<file path="src/rtl/spi2909_pkg.sv">
// Shared types and constants for the SPI_2909 router host.
package spi2909_pkg;

  localparam int SPI2909_ADDR_W = 5;

  typedef enum logic [2:0] {
    ST_IDLE,
    ST_ADDR,
    ST_GAP,
    ST_DATA,
    ST_DONE
  } spi2909_state_e;

  // The counter also has to reach the 5-slot address length, even when DATA_W is tiny.
  function automatic int spi2909_cnt_w(input int data_w);
    int w;
    w = $clog2(data_w + 1);
    return (w < 3) ? 3 : w;
  endfunction

endpackage

</file>
<file path="src/rtl/spi_2909_sclk_gen.sv">
// SCLK half-period divider: tick marks the last Master_clk cycle of each half-period.
// phase is the SCLK level of the current half and restarts at 0 whenever en drops.
module spi_2909_sclk_gen #(
  parameter int CLK_DIV = 2
) (
  input  logic Master_clk,
  input  logic RESET,
  input  logic en,
  output logic tick,
  output logic phase
);

  localparam int DIV_W = (CLK_DIV > 1) ? $clog2(CLK_DIV) : 1;
  localparam logic [DIV_W-1:0] DIV_MAX = DIV_W'(CLK_DIV - 1);

  logic [DIV_W-1:0] div_q, div_d;
  logic             phase_q, phase_d;

  assign tick  = en && (div_q == DIV_MAX);
  assign phase = phase_q;

  always_comb begin
    div_d   = div_q;
    phase_d = phase_q;
    if (!en) begin
      div_d   = '0;
      phase_d = 1'b0;
    end else if (tick) begin
      div_d   = '0;
      phase_d = ~phase_q;
    end else begin
      div_d = div_q + 1'b1;
    end
  end

  always_ff @(posedge Master_clk or negedge RESET) begin
    if (!RESET) begin
      div_q   <= '0;
      phase_q <= 1'b0;
    end else begin
      div_q   <= div_d;
      phase_q <= phase_d;
    end
  end

endmodule

</file>
<file path="src/rtl/spi_2909_host.sv">
// SPI_2909 host: 5-bit select phase, one-slot gap, DATA_W-bit full-duplex data phase.
// Done after (6+DATA_W)*2*CLK_DIV+1 cycles (DATA_W*2*CLK_DIV+1 with keep_addr); start is ignored while busy.
module spi_2909_host
  import spi2909_pkg::*;
#(
  parameter int DATA_W  = 32,
  parameter int CLK_DIV = 2
) (
  input  logic              Master_clk,
  input  logic              RESET,
  input  logic              start,
  input  logic              keep_addr,
  input  logic [4:0]        addr,
  input  logic [DATA_W-1:0] tx_data,
  output logic [DATA_W-1:0] rx_data,
  output logic              busy,
  output logic              done,
  output logic              REGSEL,
  output logic              SCLK,
  output logic              SIN,
  input  logic              SOUT
);

  localparam int CNT_W = spi2909_cnt_w(DATA_W);

  spi2909_state_e            state_q, state_d;
  logic [CNT_W-1:0]          bit_cnt_q, bit_cnt_d;
  logic [SPI2909_ADDR_W-1:0] addr_sh_q, addr_sh_d;
  logic [DATA_W-1:0]         tx_sh_q, tx_sh_d;
  logic [DATA_W-1:0]         rx_sh_q, rx_sh_d;
  logic [DATA_W-1:0]         rx_data_q, rx_data_d;
  logic                      regsel_q, regsel_d;
  logic                      sclk_q, sclk_d;
  logic                      sin_q, sin_d;

  logic              div_en;
  logic              tick;
  logic              phase;
  logic              slot_end;
  logic              sclk_nxt;
  logic [DATA_W-1:0] rx_shifted;

  spi_2909_sclk_gen #(
    .CLK_DIV(CLK_DIV)
  ) u_sclk_gen (
    .Master_clk(Master_clk),
    .RESET     (RESET),
    .en        (div_en),
    .tick      (tick),
    .phase     (phase)
  );

  assign div_en     = state_q inside {ST_ADDR, ST_GAP, ST_DATA};
  assign slot_end   = tick & phase;
  assign sclk_nxt   = tick ? ~phase : phase;
  assign rx_shifted = DATA_W'({rx_sh_q, SOUT});

  always_comb begin
    state_d   = state_q;
    bit_cnt_d = bit_cnt_q;
    addr_sh_d = addr_sh_q;
    tx_sh_d   = tx_sh_q;
    rx_sh_d   = rx_sh_q;
    rx_data_d = rx_data_q;

    case (state_q)
      ST_IDLE: begin
        if (start) begin
          addr_sh_d = addr;
          tx_sh_d   = tx_data;
          rx_sh_d   = '0;
          if (keep_addr) begin
            state_d   = ST_DATA;
            bit_cnt_d = CNT_W'(DATA_W);
          end else begin
            state_d   = ST_ADDR;
            bit_cnt_d = CNT_W'(SPI2909_ADDR_W);
          end
        end
      end
      ST_ADDR: begin
        if (slot_end) begin
          addr_sh_d = addr_sh_q << 1;
          bit_cnt_d = bit_cnt_q - 1'b1;
          if (bit_cnt_q == CNT_W'(1)) state_d = ST_GAP;
        end
      end
      ST_GAP: begin
        if (slot_end) begin
          state_d   = ST_DATA;
          bit_cnt_d = CNT_W'(DATA_W);
        end
      end
      ST_DATA: begin
        if (slot_end) begin
          tx_sh_d   = tx_sh_q << 1;
          rx_sh_d   = rx_shifted;
          bit_cnt_d = bit_cnt_q - 1'b1;
          if (bit_cnt_q == CNT_W'(1)) begin
            state_d   = ST_DONE;
            rx_data_d = rx_shifted;
          end
        end
      end
      ST_DONE: state_d = ST_IDLE;
      default: state_d = ST_IDLE;
    endcase

    // Pins are registered from next state so SCLK/SIN/REGSEL cannot glitch.
    regsel_d = (state_d == ST_ADDR);
    sclk_d   = ((state_d == ST_ADDR) || (state_d == ST_DATA)) && sclk_nxt;
    sin_d    = 1'b0;
    if (state_d == ST_ADDR)      sin_d = addr_sh_d[SPI2909_ADDR_W-1];
    else if (state_d == ST_DATA) sin_d = tx_sh_d[DATA_W-1];
  end

  always_ff @(posedge Master_clk or negedge RESET) begin
    if (!RESET) begin
      state_q   <= ST_IDLE;
      bit_cnt_q <= '0;
      addr_sh_q <= '0;
      tx_sh_q   <= '0;
      rx_sh_q   <= '0;
      rx_data_q <= '0;
      regsel_q  <= 1'b0;
      sclk_q    <= 1'b0;
      sin_q     <= 1'b0;
    end else begin
      state_q   <= state_d;
      bit_cnt_q <= bit_cnt_d;
      addr_sh_q <= addr_sh_d;
      tx_sh_q   <= tx_sh_d;
      rx_sh_q   <= rx_sh_d;
      rx_data_q <= rx_data_d;
      regsel_q  <= regsel_d;
      sclk_q    <= sclk_d;
      sin_q     <= sin_d;
    end
  end

  assign rx_data = rx_data_q;
  assign busy    = (state_q != ST_IDLE);
  assign done    = (state_q == ST_DONE);
  assign REGSEL  = regsel_q;
  assign SCLK    = sclk_q;
  assign SIN     = sin_q;

endmodule

</file>
<file path="config.mk">
export PLATFORM = sky130hd
export DESIGN_NAME = spi_2909_host
export DESIGN_NICKNAME = d
export VERILOG_FILES = /design/src/rtl/spi2909_pkg.sv /design/src/rtl/spi_2909_sclk_gen.sv /design/src/rtl/spi_2909_host.sv
export SDC_FILE = /design/constraint.sdc
export NUM_CORES = 1
export LEC_CHECK = 0
export BUFFER_PORTS_ARGS = -buffer_cell sky130_fd_sc_hd__buf_4
export CAP_MARGIN = 20
export CORE_MARGIN = 3
export CORE_UTILIZATION = 56
export DETAILED_ROUTE_END_ITERATION = 16
export GPL_ROUTABILITY_DRIVEN = 0
export GPL_TIMING_DRIVEN = 0
export PLACE_DENSITY_LB_ADDON = 0.08
export SYNTH_ARGS = -nofsm -noshare
export SYNTH_HDL_FRONTEND = slang
export SYNTH_HIERARCHICAL = 1
export SYNTH_SLANG_ARGS = --single-unit
</file>
<file path="constraint.sdc">
create_clock -name Master_clk -period 2.5 [get_ports Master_clk]
set_clock_uncertainty 0.05 [all_clocks]
set_input_delay 0.25 -clock Master_clk [delete_from_list [all_inputs] [get_ports Master_clk]]
set_output_delay 0.25 -clock Master_clk [all_outputs]
set_load 0.01 [all_outputs]
</file>
==> impl_metrics.ini <==
[status]
status = finished clean

[cts]
clock-sinks = 114
insertion_delay_ns = 0.51
cts_tree = done
cts-root-buf = clkbuf_8
clkTransAtPathRegs_ns = 0.06
cts_buffers = 17
htree_levels = 4
cts_buffer_depth = 2

[die]
rows = 32
die_area_mm2 = 0.009497
die_w_um = 97.45
boundaryPins = 79
die_height_um = 97.45
coreArea_mm2 = 0.007928
start_util_pct = 59.08

[layout]
n_antenna_cell = 0
layout-drive-gt1-share_pct = 24.96
fin_nets = 625
syn_to_final_growth_pct = 38.15

[job]
maxCapViolations = 0

[logic_synthesis]
synth_mux_area_share_pct = 0.6679
syn_area_per_cell_um2 = 10.60
ys_async_sr_fraction_pct = 100.0
ys_top_cells_by_area = dfrtp_1 61%, nand2_1 10%, a22o_1 6.4%
synth_edf_count = 0
ys_warn_count = 6
yosysTopAreaCell = dfrtp_1
syn_area_mm2 = 0.004683
synthFlopType = dfrtp_1
syn_inst = 442
synth_compound_area_share_pct = 18.43
yosys.cell_types.count = 47
synth_simple_gate_area_share_pct = 14.80
yosysMostFrequentCell = nand2_1
synth_fa_ha_area_share_pct = 0.8015
synthTopCellsByCount = 127 x nand2_1, 114 x dfrtp_1, 34 x a22o_1, 32 x o21ai_0, 30 x a22oi_1
synth_top_area_share_pct = 60.91
seq_area_frac_synth_pct = 60.91
ys_ff_latch = 114
synth_fp_nets = 487
synth_xor_area_share_pct = 0.5610
synth_top_family_by_area = compound AO/OA/AOI/OAI gates

[drt]
top_layer = met4
wl_per_cell_um = 15.95
wl_um = 11080
drtPass1Iterations = 6
routed_via_density = 5.607
met1_length_um = 4637
dr_wl_met2_um = 5682
antenna_left = 0
vias = 3897
drc = 0
first_iter_violations = 255
routed-wl-met3_um = 589

[sta]
fin_crit_sh_pct = 95.80
setup_violations = 0
tightest_slew_ns = 0.6838
finalSetupTns_ns = 0
rsz0062_at_grt = yes
relSlewSlack_pct = 54.29
drv_slew = 0
fmaxAchievable_mhz = 417.5
hold_violations = 0
hold_ws_ns = 0.01800
period_needed_ns = 2.395

[worst_setup_path]
reg2reg_to = tx_sh_q[6]
critPathKind = reg2reg
cp.arrival_ns = 2.79
r2r-start = state_q[0]
reg2regPathDepth = 11
rrSetupSlack_ns = 0.11
cp-start-kind = flip-flop
cp.required_ns = 2.89
path_max_fanout = 10
cp-end-kind = flip-flop

[pwr]
combPwrFrac_pct = 30.4
p_leak_nw = 3.215
ir_drop_mv = 0.6410
power_density_mw_per_mm2 = 1178
p_int_mw = 4.982
switchingPower_mw = 2.642
finalPower_mw = 7.624
sw_frac_of_total_pct = 34.65
power.share.clock_pct = 31.2
p_seq_share_pct = 38.3

[grt]
grt_pass1_vias = 3940
track_usage_pct = 24.75
grt_max_degree = 68
antenna_found_initial = 0
overflow = 0
grt_first_pass_wirelength_um = 18910

[worst_hold_path]
hold_path.class = in2reg
min-delay-start = addr[4]
min_path_cells = 3
hold_end = addr_sh_q[4]

[place]
hpwl_um = 6824
port_buffers = 78
metal layers:
metal	up-vias	track usage, %
met2	116	42.22
met5	-	0
met3	18	5.528
li1	1829	-
met1	1934	31.11
met4	0	8.733
how the worst max path moves through the flow:
stage	start	to	slack (ns)
2_1_floorplan	state_q[0]	rx_sh_q[1]	0.27
3_3_place_gp	state_q[0]	rx_sh_q[2]	-0.05
3_5_place_dp	state_q[0]	rx_sh_q[7]	-0.13
4_1_cts	state_q[0]	rx_sh_q[28]	0.005
5_1_grt	state_q[0]	rx_sh_q[27]	-0.02
6_report	state_q[0]	tx_sh_q[6]	0.11
worst max-delay path, cell delays in order (launching register included):
cell     delay (ns)
dfrtp_1        0.42
buf_4          0.19
o21ba_2        0.22
and2_2         0.17
ha_2           0.22
and4b_1        0.19
buf_2          0.19
nor2_4         0.13
buf_4          0.17
buf_2          0.22
nand2_1        0.09
nand2_1        0.07
cells by family (layout without fill, tap and decap cells):
group / count (synthesis) / in the layout
mux: 3 / 3
simple gates: 160 / 160
fa+ha+maj: 3 / 3
compound gates: 120 / 120
flops: 114 / 114
xor+xnor: 3 / 3
buf+inv: 39 / 190
repair_timing:
action / in CTS / in global routing
resized for setup: 13 / 9
hold buffers: 38 / 0
setup endpoints to repair: 90 / 90
hold endpoints to repair: 85 / 0
gates cloned: 1 / 0
setup buffers: 1 / 0
power by group through the flow:
stage | combinational (mW) | clock (mW) | sequential, mW
after detailed placement | 2.11 | 0 | 2.93
final | 2.32 | 2.38 | 2.92
after CTS | 2.29 | 2.41 | 2.91
after floorplan | 1.45 | 0 | 2.86
after global routing | 2.61 | 2.51 | 3.01
after global placement | 2.02 | 0 | 2.90
cell type report:
| type | instances | area (µm²) |
|---|---|---|
| Tap cell | 102 | 127.6 |
| Inverter | 9 | 33.78 |
| Sequential cell | 114 | 2853 |
| Clock buffer | 19 | 431.7 |
| Multi-Input combinational cell | 289 | 1682 |
| Clock inverter | 13 | 161.4 |
| Timing Repair Buffer | 119 | 1008 |
| Buffer | 30 | 172.7 |
| Fill cell | 455 | 1458 |
through the flow:
stage                     setup WS (ns)  util, %  area (µm²)  instances
after floorplan                  0.2660        -        4683        442
after global placement         -0.05264    68.07        5396        622
after detailed placement        -0.1346    68.42        5424        623
after CTS                      0.005155    81.23        6440        695
after global routing           -0.01715    81.61        6470        695
final                            0.1050    81.61        6470        695
cell usage in the layout (no fill, tap or decap), types with 3 or more instances in the layout:
master         count
or3_1              3
inv_1              9
clkbuf_16         16
a22o_1            34
dlygate4sd3_1     38
a21oi_1            3
clkinv_4           3
a222oi_1           3
clkinvlp_4         4
bufinv_16          3
clkbuf_1           8
buf_2             10
dfrtp_1          114
clkinv_2           3
o21ai_0           32
a22oi_1           30
nand2_1          127
o21ai_1            4
nor3_1             3
buf_4             89
nor2_1             7
flip-flops by register name (all words and copies together), names as in the netlist, 3 cells and up:
name,count
addr_sh_q,5
bit_cnt_q,6
rx_data,32
rx_sh_q,31
state_q,3
tx_sh_q,32
Note: power is estimated with default switching activity, not from simulation.
